$ cat src/rtl/hazard_tracker_pkg.sv
// Shared types for the hazard tracker: FSM state encoding, shadow-entry layout
// and the default register-index width.
package hazard_tracker_pkg;

  localparam int unsigned HAZ_REG_W = 5;

  typedef enum logic [1:0] {
    ST_RUN  = 2'd0,
    ST_LU   = 2'd1,
    ST_WAIT = 2'd2
  } haz_state_t;

  typedef struct packed {
    logic                 valid;
    logic [HAZ_REG_W-1:0] regd;
    logic                 regwrite;
    logic                 memread;
  } haz_entry_t;

endpackage

$ cat src/rtl/hazard_tracker_stage_reg.sv
// One shadow pipeline entry. Clear wins over hold; hold wins over load.
module haz_stage_reg
  import hazard_tracker_pkg::*;
(
  input  logic       clk,
  input  logic       rst_n,
  input  logic       i_clear,
  input  logic       i_hold,
  input  logic       i_load,
  input  haz_entry_t i_d,
  output haz_entry_t o_q
);

  haz_entry_t r_q;

  always_ff @(posedge clk or negedge rst_n) begin
    if (!rst_n) begin
      r_q <= '0;
    end else if (i_clear) begin
      r_q <= '0;
    end else if (!i_hold && i_load) begin
      r_q <= i_d;
    end
  end

  assign o_q = r_q;

endmodule

$ cat src/rtl/hazard_tracker.sv
// Tracks in-flight destinations through ID/EX, EX/MEM, MEM/WB and issues stall,
// bubble and flush controls. Define HAZ_STATS_EN to add saturating event counters.
module hazard_tracker
  import hazard_tracker_pkg::*;
#(
  parameter int unsigned REG_W = HAZ_REG_W,
  parameter int unsigned CNT_W = 16
) (
  input  logic             clk,
  input  logic             rst_n,
  input  logic             id_valid,
  input  logic [REG_W-1:0] id_RegS,
  input  logic [REG_W-1:0] id_RegT,
  input  logic             id_UsesT,
  input  logic [REG_W-1:0] id_RegD,
  input  logic             id_RegWrite,
  input  logic             id_MemRead,
  input  logic             branch_taken,
  input  logic             mem_ready,
  output logic [REG_W-1:0] ex_m_RegD,
  output logic             ex_m_RegWrite,
  output logic [REG_W-1:0] mem_wb_RegD,
  output logic             mem_wb_RegWrite,
  output logic             stall_if_id,
  output logic             stall_id_ex,
  output logic             bubble_id_ex,
  output logic             bubble_mem_wb,
  output logic             flush_if_id,
  output logic             mem_req,
`ifdef HAZ_STATS_EN
  output logic [CNT_W-1:0] lu_stall_cnt,
  output logic [CNT_W-1:0] mem_wait_cnt,
  output logic [CNT_W-1:0] flush_cnt,
`endif
  output logic [1:0]       haz_state
);

  haz_state_t r_state;
  haz_state_t w_state_nxt;

  haz_entry_t w_idex_q;
  haz_entry_t w_exm_q;
  haz_entry_t w_memwb_q;
  haz_entry_t w_idex_d;

  logic w_wait;
  logic w_lu;
  logic w_branch;
  logic w_lu_act;
  logic w_br_act;

  // Hazard detection
  assign mem_req  = w_exm_q.valid & w_exm_q.memread;
  assign w_wait   = mem_req & ~mem_ready;
  assign w_branch = branch_taken & rst_n;
  assign w_lu     = id_valid & w_idex_q.valid & w_idex_q.memread & w_idex_q.regwrite
                  & (w_idex_q.regd != '0)
                  & ((w_idex_q.regd == id_RegS) | (id_UsesT & (w_idex_q.regd == id_RegT)));

  assign w_br_act = w_branch & ~w_wait;
  assign w_lu_act = w_lu & ~w_wait & ~w_branch;

  always_comb begin
    w_idex_d          = '0;
    w_idex_d.valid    = id_valid;
    w_idex_d.regd     = id_RegD;
    w_idex_d.regwrite = id_RegWrite & (id_RegD != '0);
    w_idex_d.memread  = id_MemRead;
  end

  haz_stage_reg u_idex (
    .clk     (clk),
    .rst_n   (rst_n),
    .i_clear (w_br_act | w_lu_act),
    .i_hold  (w_wait),
    .i_load  (1'b1),
    .i_d     (w_idex_d),
    .o_q     (w_idex_q)
  );

  haz_stage_reg u_exm (
    .clk     (clk),
    .rst_n   (rst_n),
    .i_clear (1'b0),
    .i_hold  (w_wait),
    .i_load  (1'b1),
    .i_d     (w_idex_q),
    .o_q     (w_exm_q)
  );

  haz_stage_reg u_memwb (
    .clk     (clk),
    .rst_n   (rst_n),
    .i_clear (w_wait),
    .i_hold  (1'b0),
    .i_load  (1'b1),
    .i_d     (w_exm_q),
    .o_q     (w_memwb_q)
  );

  assign ex_m_RegD       = w_exm_q.regd;
  assign ex_m_RegWrite   = w_exm_q.valid & w_exm_q.regwrite;
  assign mem_wb_RegD     = w_memwb_q.regd;
  assign mem_wb_RegWrite = w_memwb_q.valid & w_memwb_q.regwrite;

  always_ff @(posedge clk or negedge rst_n) begin
    if (!rst_n) begin
      r_state <= ST_RUN;
    end else begin
      r_state <= w_state_nxt;
    end
  end

  always_comb begin
    w_state_nxt = ST_RUN;
    if (w_wait) begin
      w_state_nxt = ST_WAIT;
    end else if (w_lu) begin
      w_state_nxt = ST_LU;
    end
  end

  always_comb begin
    stall_if_id   = w_wait | w_lu_act;
    stall_id_ex   = w_wait;
    bubble_id_ex  = w_br_act | w_lu_act;
    bubble_mem_wb = w_wait;
    flush_if_id   = w_br_act;
    haz_state     = r_state;
  end

`ifdef HAZ_STATS_EN
  logic [CNT_W-1:0] r_lu_cnt;
  logic [CNT_W-1:0] r_wait_cnt;
  logic [CNT_W-1:0] r_flush_cnt;

  always_ff @(posedge clk or negedge rst_n) begin
    if (!rst_n) begin
      r_lu_cnt    <= '0;
      r_wait_cnt  <= '0;
      r_flush_cnt <= '0;
    end else begin
      if (w_lu_act && (r_lu_cnt != '1)) begin
        r_lu_cnt <= r_lu_cnt + 1'b1;
      end
      if (w_wait && (r_wait_cnt != '1)) begin
        r_wait_cnt <= r_wait_cnt + 1'b1;
      end
      if (w_br_act && (r_flush_cnt != '1)) begin
        r_flush_cnt <= r_flush_cnt + 1'b1;
      end
    end
  end

  assign lu_stall_cnt = r_lu_cnt;
  assign mem_wait_cnt = r_wait_cnt;
  assign flush_cnt    = r_flush_cnt;
`else
  logic w_unused_cnt_w;
  assign w_unused_cnt_w = (CNT_W == 0);
`endif

endmodule

$ cat config.mk
export PLATFORM = sky130hd
export DESIGN_NAME = hazard_tracker
export DESIGN_NICKNAME = d
export VERILOG_FILES = /design/src/rtl/hazard_tracker_pkg.sv /design/src/rtl/hazard_tracker_stage_reg.sv /design/src/rtl/hazard_tracker.sv
export SDC_FILE = /design/constraint.sdc
export NUM_CORES = 1
export LEC_CHECK = 0
export ABC_CLOCK_PERIOD_IN_PS = 3700
export BUFFER_PORTS_ARGS = -buffer_cell sky130_fd_sc_hd__buf_2
export CORE_MARGIN = 2
export CORE_UTILIZATION = 55
export CTS_BUF_LIST = sky130_fd_sc_hd__clkbuf_4
export DETAILED_ROUTE_END_ITERATION = 8
export PLACE_DENSITY = 0.86
export RECOVER_POWER = 100
export SLEW_MARGIN = 5
export SYNTH_ARGS = -nofsm -noshare
export SYNTH_HDL_FRONTEND = slang
export SYNTH_SLANG_ARGS = --single-unit
$ cat constraint.sdc
create_clock -name clk -period 3.7 [get_ports clk]
set_input_delay 0.74 -clock clk [delete_from_list [all_inputs] [get_ports clk]]
set_output_delay 0.74 -clock clk [all_outputs]
set_load 0.005 [all_outputs]
==> results of run 1 <==
worst max-delay path by stage:
| stage | from | endpoint | slack, ps | cells after the start |
|---|---|---|---|---|
| 2_1_floorplan | id_RegS[4] | bubble_id_ex | 1460 | 5 |
| 5_1_grt | mem_ready | bubble_id_ex | 430 | 8 |
| 3_3_place_gp | id_RegT[1] | stall_if_id | 1050 | 6 |
| 4_1_cts | u_idex.o_q[3] | stall_if_id | 810 | 5 |
| 3_5_place_dp | id_RegT[4] | bubble_id_ex | 980 | 6 |
| 6_report | mem_ready | bubble_id_ex | 580 | 8 |
cell usage in the layout (no fill, tap or decap), types with 2 or more instances in the layout:
cell,netlist,layout
buf_2,1,31
dfrtp_1,25,25
nand2_1,22,22
clkbuf_1,5,11
xnor2_1,10,10
nand3_1,8,8
o21ai_0,8,8
and2_1,11,7
and3_1,7,7
a22oi_1,7,7
and2_0,0,4
clkbuf_4,0,4
nor2_1,3,3
or4_1,2,2
a21o_1,2,2
nand2b_1,2,2
clkbuf_2,0,2
flip-flops by register name, indices dropped and copies added, names as in the netlist:
| name | count |
|---|---|
| u_exm.o_q | 8 |
| u_idex.o_q | 8 |
| u_memwb.o_q | 7 |
| haz_state | 2 |
critical path, cell delays in order:
cell and delay [ps]:
buf_2 90, nand3b_1 140, buf_4 220, inv_1 100, clkbuf_1 690, nor2_2 80, a21o_1 200, buf_2 120
through the flow:
step	hold slack [ps]	util
floorplan	444	-
global placement	464	0.648
detailed placement	465	0.648
CTS	446	0.662
global route	532	0.653
finish	496	0.653
area by class of cell:
| class | instances | area, sq um |
|---|---|---|
| Fill cell | 204 | 767 |
| Tap cell | 28 | 35.0 |
| Clock buffer | 4 | 30.0 |
| Multi-Input combinational cell | 91 | 537 |
| Timing Repair Buffer | 45 | 214 |
| Sequential cell | 25 | 626 |
| Inverter | 1 | 3.75 |
logic make-up (layout without fill, tap and decap cells):
logic type | after synthesis | in the layout | synth area share
flip-flops | 25 | 25 | 0.482
buffers and inverters | 20 | 50 | 0.104
XOR/XNOR | 10 | 10 | 0.0675
AND/OR/NAND/NOR | 60 | 60 | 0.239
AO/OA/AOI/OAI | 21 | 21 | 0.107
layer usage:
| layer | GRT usage | up-vias |
|---|---|---|
| met5 | 0 | - |
| met4 | 0.0897 | 0 |
| met3 | 0.0286 | 4 |
| met2 | 0.363 | 34 |
| met1 | 0.246 | 489 |
| li1 | - | 508 |
power groups by stage:
stage | clock network, uW | registers (uW) | logic, uW
2_1_floorplan | 0 | 460 | 343
3_3_place_gp | 0 | 476 | 379
3_5_place_dp | 0 | 483 | 396
4_1_cts | 126 | 476 | 398
5_1_grt | 139 | 493 | 434
6_report | 124 | 477 | 377
==> results.json, run 1 <==
{
  "cts_buffer_depth": 2,
  "clk_root_buffer_cell": "clkbuf_4",
  "num_rows": 17,
  "p_clk_frac": 0.127,
  "syn_nets": 159,
  "p_sw_frac": 0.360,
  "fin_nets": 190,
  "synth.most_common_cell": "dfrtp_1",
  "fin_crit_sh": 0.842,
  "syn-instance-count": 136,
  "startpoint_type": "input pin",
  "hold_buffers": 0,
  "final_area_sq_mm": 0.00145,
  "drt_iter0_markers": 26,
  "post_cts_resize_count": 0,
  "routedWlPerCell_um": 12.6,
  "end_kind": "output port",
  "power.density_mw_per_mm2": 677,
  "cap_violations": 0,
  "fp.dieH_um": 52.6,
  "timing.final.max_slew_violations": 0,
  "place_inst": 190,
  "holdPathStages": 1,
  "dp_hpwl_um": 1820,
  "initial_utilization": 0.587,
  "drt-total-wl_um": 2450,
  "core_sq_mm": 0.00221,
  "slew_headroom": 0.133,
  "netlist_area_sq_mm": 0.00130,
  "switchingPower_uw": 352,
  "die_w_um": 52.6,
  "grt_pass1_wl_um": 4200,
  "io_pins": 43,
  "syn2layout_area_growth_pct": 11.4,
  "worstRegToRegCells": 7,
  "clock_skew_ps": 1.57,
  "grt_usage": 0.205,
  "totalPowerFinal_uw": 978,
  "setup_violations": 0,
  "sequentialPowerShare": 0.488,
  "fin_cells": 194,
  "clock-sinks": 25,
  "post_cts_buffers": 0,
  "synth_area_leaders": "dfrtp_1 (48%), xnor2_1 (6.8%), buf_4 (6.4%)",
  "gr-total-overflow": 0,
  "r2r-start": "u_exm.o_q[7]",
  "tns_ps": 0,
  "synth_top_area_cell": "dfrtp_1",
  "first_global_vias": 1037,
  "antenna_left": 0,
  "antennaDiodeCount": 0,
  "synth_ff_type": "dfrtp_1",
  "p_int_uw": 626,
  "placed_area_sq_mm": 0.00143,
  "grt_start_max_net_pins": 31,
  "synth.avg_cell_area_sq_um": 9.54,
  "path_class": "in2out",
  "synthArstFlopShare": 1.00,
  "dr_wl_met3_um": 121,
  "drc_errors": 0,
  "power_frac_comb": 0.385,
  "r2r_slack_ps": 1570,
  "path_clk_slew_ps": 130,
  "rsz0062_at_grt": "no",
  "critPathMaxFanout": 30,
  "gp_congestion": 0.767,
  "synth-edff-count": 0,
  "r2r_end": "u_idex.o_q[1]",
  "cp.arrival_ps": 2380,
  "ys_warn_count": 0,
  "ys_seq_area_frac": 0.482,
  "post-route-min-period_ps": 3120,
  "tightest_slew_ps": 1300,
  "min_to": "u_exm.o_q[7]",
  "hp-start": "u_idex.o_q[7]",
  "fin_ws_ps": 584,
  "cts_tree": "yes",
  "place_ws_ps": 982,
  "synth.top_cells.by_count": "dfrtp_1 (25), nand2_1 (22), and2_1 (11), buf_4 (11), xnor2_1 (10)",
  "drtPass1Iterations": 4,
  "h-tree-depth": 1,
  "fmax_mhz": 321,
  "port_buffers": 42,
  "min_path_type": "reg2reg",
  "wl_met2_um": 1220,
  "dieArea_sq_mm": 0.00276,
  "cts_buffers": 3,
  "outcome": "completed",
  "ys_ff_latch": 25,
  "viasPerCell": 5.34,
  "ir_drop_uv": 357,
  "leakage_uw": 0.000712,
  "vias": 1035,
  "insertion_delay_ps": 300,
  "ys_types": 27,
  "wl_met1_um": 1080,
  "layout-drive-gt1-share": 0.241,
  "cp.required_ps": 2960,
  "antenna_found_initial": 0,
  "finalHoldViolCount": 0,
  "yosys.area.top_type_share": 0.482,
  "top_layer": "met4"
}
Note: power is estimated with default switching activity, not from simulation.
==> inputs of run 2 (changes only) <==
--- a/config.mk
+++ b/config.mk
@@ -5,13 +5,13 @@
 export SDC_FILE = /design/constraint.sdc
 export NUM_CORES = 1
 export LEC_CHECK = 0
-export ABC_CLOCK_PERIOD_IN_PS = 3700
+export ABC_CLOCK_PERIOD_IN_PS = 3200
 export BUFFER_PORTS_ARGS = -buffer_cell sky130_fd_sc_hd__buf_2
 export CORE_MARGIN = 2
-export CORE_UTILIZATION = 55
+export CORE_UTILIZATION = 52
 export CTS_BUF_LIST = sky130_fd_sc_hd__clkbuf_4
 export DETAILED_ROUTE_END_ITERATION = 8
-export PLACE_DENSITY = 0.86
+export PLACE_DENSITY = 0.82
 export RECOVER_POWER = 100
 export SLEW_MARGIN = 5
 export SYNTH_ARGS = -nofsm -noshare
==> constraint.sdc (replaced) <==
create_clock -name clk -period 3.2 [get_ports clk]
set_input_delay 0.64 -clock clk [delete_from_list [all_inputs] [get_ports clk]]
set_output_delay 0.64 -clock clk [all_outputs]
set_load 0.005 [all_outputs]
==> results.json, run 2 (same netlist as run 1, synthesis figures left out) <==
{
  "dp_hpwl_um": 1830,
  "antenna_found_initial": 0,
  "n_fill_cell": 236,
  "cp_slowest_cell": "or4_1",
  "crit_path_max_incr_delay_ps": 560,
  "power.density_mw_per_mm2": 780,
  "path_class": "reg2out",
  "place_ws_ps": 687,
  "cts_tree": "yes",
  "end_kind": "output port",
  "routedWlPerCell_um": 12.5,
  "drt_iter0_markers": 16,
  "post_cts_buffers": 0,
  "multi_input_area_sq_um": 537,
  "num_rows": 18,
  "port_buffers": 42,
  "startpoint_type": "flop",
  "dieArea_sq_mm": 0.00291,
  "final_cell_mix": "buf_2 (32), dfrtp_1 (25), nand2_1 (22), clkbuf_1 (12), xnor2_1 (10)",
  "tightest_slew_ps": 1270,
  "insertion_delay_ps": 300,
  "ir_drop_uv": 382,
  "rsz0062_at_grt": "no",
  "fp.dieH_um": 54.0,
  "drtPass1Iterations": 4,
  "initial_utilization": 0.538,
  "clk_root_buffer_cell": "clkbuf_4",
  "min_path_type": "reg2reg",
  "slew_headroom": 0.151,
  "cts_buffer_depth": 2,
  "path_cells": "or4_1 -> o21ai_2 -> nor2_1 -> a21o_1 -> buf_2",
  "grt_start_max_net_pins": 30,
  "placed_area_sq_mm": 0.00144,
  "cp.arrival_ps": 2170,
  "cp.required_ps": 2560,
  "finalHoldViolCount": 0,
  "fin_ws_ps": 389,
  "drc_errors": 0,
  "syn2layout_area_growth_pct": 11.3,
  "hold_buffers": 0,
  "outcome": "completed",
  "clock_skew_ps": 9.81,
  "io_pins": 43,
  "layout_commonest_cell": "buf_2",
  "leakage_uw": 0.000707,
  "tns_ps": 0,
  "clock-sinks": 25,
  "final_area_sq_mm": 0.00144,
  "antennaDiodeCount": 0,
  "core_sq_mm": 0.00241,
  "cts_buffers": 3,
  "grt_pass1_wl_um": 4110,
  "grt_usage": 0.196,
  "cap_violations": 0,
  "fmax_mhz": 356,
  "first_global_vias": 972,
  "antenna_left": 0,
  "seq_area_sq_um": 626,
  "gp_congestion": 0.788,
  "fin_nets": 190,
  "post_cts_resize_count": 0,
  "gr-total-overflow": 0,
  "viasPerCell": 5.21,
  "post-route-min-period_ps": 2810,
  "setup_violations": 0,
  "vias": 1022,
  "h-tree-depth": 1,
  "die_w_um": 54.0,
  "fin_crit_sh": 0.878,
  "timing.final.max_slew_violations": 0,
  "drt-total-wl_um": 2460,
  "critPathMaxFanout": 11,
  "layout-drive-gt1-share": 0.235,
  "path_clk_slew_ps": 130
}
-- run 2: cell count changes in the layout (fill, tap and decap cells not counted) --
cell / previous run / this run
and2_0: 4 / 5
and2_1: 7 / 6
buf_2: 31 / 32
buf_4: 1 / 0
clkbuf_1: 11 / 12
clkbuf_2: 2 / 1
-- run 2: through the flow --
step	std cells	util	hold slack, ps	total power, uW
2_1_floorplan	136	-	344	929
3_3_place_gp	192	0.596	468	987
3_5_place_dp	192	0.596	471	1020
4_1_cts	196	0.609	360	1160
5_1_grt	196	0.599	520	1240
6_report	196	0.599	491	1130
-- run 2: worst paths after layout --
| check | from | end | slack (ps) | depth (start not counted) |
|---|---|---|---|---|
| worst max-delay path | u_idex.o_q[3] | stall_if_id | 390 | 5 |
| worst min-delay path | u_exm.o_q[2] | u_exm.o_q[2] | 490 | 2 |
| worst max register to register | u_exm.o_q[7] | u_idex.o_q[1] | 1330 | 6 |
| worst min register to register | u_exm.o_q[2] | u_exm.o_q[2] | 490 | 2 |
| max in group asynchronous | rst_n | u_memwb.o_q[2] | 1660 | 2 |
| min in group asynchronous | rst_n | u_idex.o_q[5] | 790 | 2 |
-- run 2: critical path: cells and delay by family (launching register included) --
family                 cells  cell delay, ps
buffers and inverters      1             120
AND/OR/NAND/NOR            2             660
AO/OA/AOI/OAI              2             610
flip-flops                 1             470
-- run 2: layout make-up --
| cell class | instances | share of cell area |
|---|---|---|
| Clock buffer | 4 | 0.0208 |
| Inverter | 1 | 0.00260 |
| Multi-Input combinational cell | 91 | 0.372 |
| Sequential cell | 25 | 0.433 |
| Tap cell | 30 | 0.0260 |
| Timing Repair Buffer | 45 | 0.146 |
-- run 2: power by group --
part | internal [uW] | switching (uW)
combinational | 211 | 223
clock | 56.9 | 83.2
sequential | 452 | 100
-- run 2: routing by layer --
| layer | vias to the layer above | share of wire | global-route usage |
|---|---|---|---|
| met4 | 0 | 0.0049 | 0.0556 |
| met1 | 470 | 0.43 | 0.247 |
| li1 | 511 | - | - |
| met3 | 2 | 0.062 | 0.0250 |
| met2 | 39 | 0.50 | 0.348 |
| met5 | - | 0 | 0 |
==> inputs of run 3 (changes only) <==
--- a/config.mk
+++ b/config.mk
@@ -5,12 +5,13 @@
 export SDC_FILE = /design/constraint.sdc
 export NUM_CORES = 1
 export LEC_CHECK = 0
-export ABC_CLOCK_PERIOD_IN_PS = 3200
+export ABC_CLOCK_PERIOD_IN_PS = 2800
 export BUFFER_PORTS_ARGS = -buffer_cell sky130_fd_sc_hd__buf_2
 export CORE_MARGIN = 2
 export CORE_UTILIZATION = 52
 export CTS_BUF_LIST = sky130_fd_sc_hd__clkbuf_4
 export DETAILED_ROUTE_END_ITERATION = 8
+export MAX_ROUTING_LAYER = met4
 export PLACE_DENSITY = 0.82
 export RECOVER_POWER = 100
 export SLEW_MARGIN = 5
==> constraint.sdc (replaced) <==
create_clock -name clk -period 2.8 [get_ports clk]
set_input_delay 0.56 -clock clk [delete_from_list [all_inputs] [get_ports clk]]
set_output_delay 0.56 -clock clk [all_outputs]
set_load 0.005 [all_outputs]
==> results.json, run 3 (same netlist as run 1, synthesis figures left out) <==
{
  "outcome": "completed",
  "drtPass1Iterations": 4,
  "path_cells": "or4_1 -> o21ai_2 -> nor2_1 -> a21o_1 -> buf_2",
  "h-tree-depth": 1,
  "grt_start_max_net_pins": 30,
  "num_rows": 18,
  "post_cts_buffers": 0,
  "syn2layout_area_growth_pct": 11.9,
  "drc_errors": 0,
  "critical_path.top_delay_family": "simple AND/OR/NAND/NOR gates",
  "clk_root_buffer_cell": "clkbuf_4",
  "n_fill_cell": 221,
  "drt_iter0_markers": 16,
  "fp.dieH_um": 54.0,
  "seq_area_sq_um": 626,
  "port_buffers": 42,
  "die_w_um": 54.0,
  "critPathMaxFanout": 5,
  "layout-drive-gt1-share": 0.220,
  "cp.arrival_ps": 1880,
  "end_kind": "output port",
  "cp_slowest_cell": "or4_1",
  "dieArea_sq_mm": 0.00291,
  "place_ws_ps": 712,
  "antenna_left": 0,
  "tns_ps": 0,
  "drt-total-wl_um": 2510,
  "multi_input_area_sq_um": 537,
  "initial_utilization": 0.538,
  "insertion_delay_ps": 300,
  "antennaDiodeCount": 0,
  "post_cts_resize_count": 0,
  "setup_violations": 0,
  "routedWlPerCell_um": 12.7,
  "grt_pass1_wl_um": 4050,
  "core_sq_mm": 0.00241,
  "layout_commonest_cell": "buf_2",
  "crit_path_max_incr_delay_ps": 560,
  "clock-sinks": 25,
  "fin_nets": 192,
  "cp_num_buf_inv": 1,
  "path_class": "reg2out",
  "power.density_mw_per_mm2": 887,
  "vias": 1029,
  "gp_congestion": 0.883,
  "leakage_uw": 0.000704,
  "gr-total-overflow": 0,
  "startpoint_type": "flop",
  "path_clk_slew_ps": 130,
  "cts_tree": "yes",
  "cap_violations": 0,
  "cp.required_ps": 2240,
  "tightest_slew_ps": 1270,
  "timing.final.max_slew_violations": 0,
  "rsz0062_at_grt": "no",
  "cts_buffers": 3,
  "hold_buffers": 0,
  "io_pins": 43,
  "slew_headroom": 0.154,
  "post-route-min-period_ps": 2440,
  "dp_hpwl_um": 1930,
  "final_cell_mix": "buf_2 (29), dfrtp_1 (25), nand2_1 (22), clkbuf_1 (16), xnor2_1 (10)",
  "fin_crit_sh": 0.870,
  "clock_skew_ps": 6.03,
  "finalHoldViolCount": 0,
  "fmax_mhz": 411,
  "cts_buffer_depth": 2,
  "min_path_type": "reg2reg",
  "antenna_found_initial": 0,
  "viasPerCell": 5.20,
  "fin_ws_ps": 364,
  "first_global_vias": 928,
  "grt_usage": 0.203,
  "ir_drop_uv": 498
}
run 3: cell count changes in the layout (fill, tap and decap cells not counted), sizes merged:
cell    change
buf         -2
clkbuf      +4
run 3: final cells by class:
class / count / area share
Clock buffer: 4 / 0.0207
Inverter: 1 / 0.00259
Multi-Input combinational cell: 91 / 0.370
Sequential cell: 25 / 0.431
Tap cell: 30 / 0.0259
Timing Repair Buffer: 47 / 0.150
run 3: through the flow:
step / area, sq um / total power (uW) / std cells / utilization / hold slack, ps
6_report: 1450 / 1290 / 198 / 0.602 / 492
5_1_grt: 1450 / 1410 / 198 / 0.602 / 526
4_1_cts: 1480 / 1330 / 198 / 0.615 / 272
3_5_place_dp: 1450 / 1170 / 194 / 0.602 / 463
2_1_floorplan: 1300 / 1060 / 136 / - / 264
3_3_place_gp: 1450 / 1140 / 194 / 0.602 / 465
run 3: final timing paths:
check                               from        endpoint  slack [ps]  cells past startpoint
max reg2reg                 u_exm.o_q[7]   u_idex.o_q[6]         930                      5
max in group asynchronous          rst_n   u_idex.o_q[7]        1360                      2
min in group asynchronous          rst_n  u_memwb.o_q[5]         700                      2
max                        u_idex.o_q[3]     stall_if_id         360                      5
min                        u_idex.o_q[7]    u_exm.o_q[7]         490                      1
min reg2reg                u_idex.o_q[7]    u_exm.o_q[7]         490                      1
run 3: metal layers:
metal  track usage  up-vias  part of all wire
met5             -        -                 0
met4        0.0769        0             0.011
met3        0.0306        4             0.078
met2         0.341       37              0.49
met1         0.244      474              0.42
li1              -      514                 -
run 3: power breakdown:
group	internal [uW]	leakage, uW	total [uW]	switching, uW
sequential	517	0.000296	629	113
combinational	239	0.000389	496	257
clock	65.1	0.0000184	161	96.3
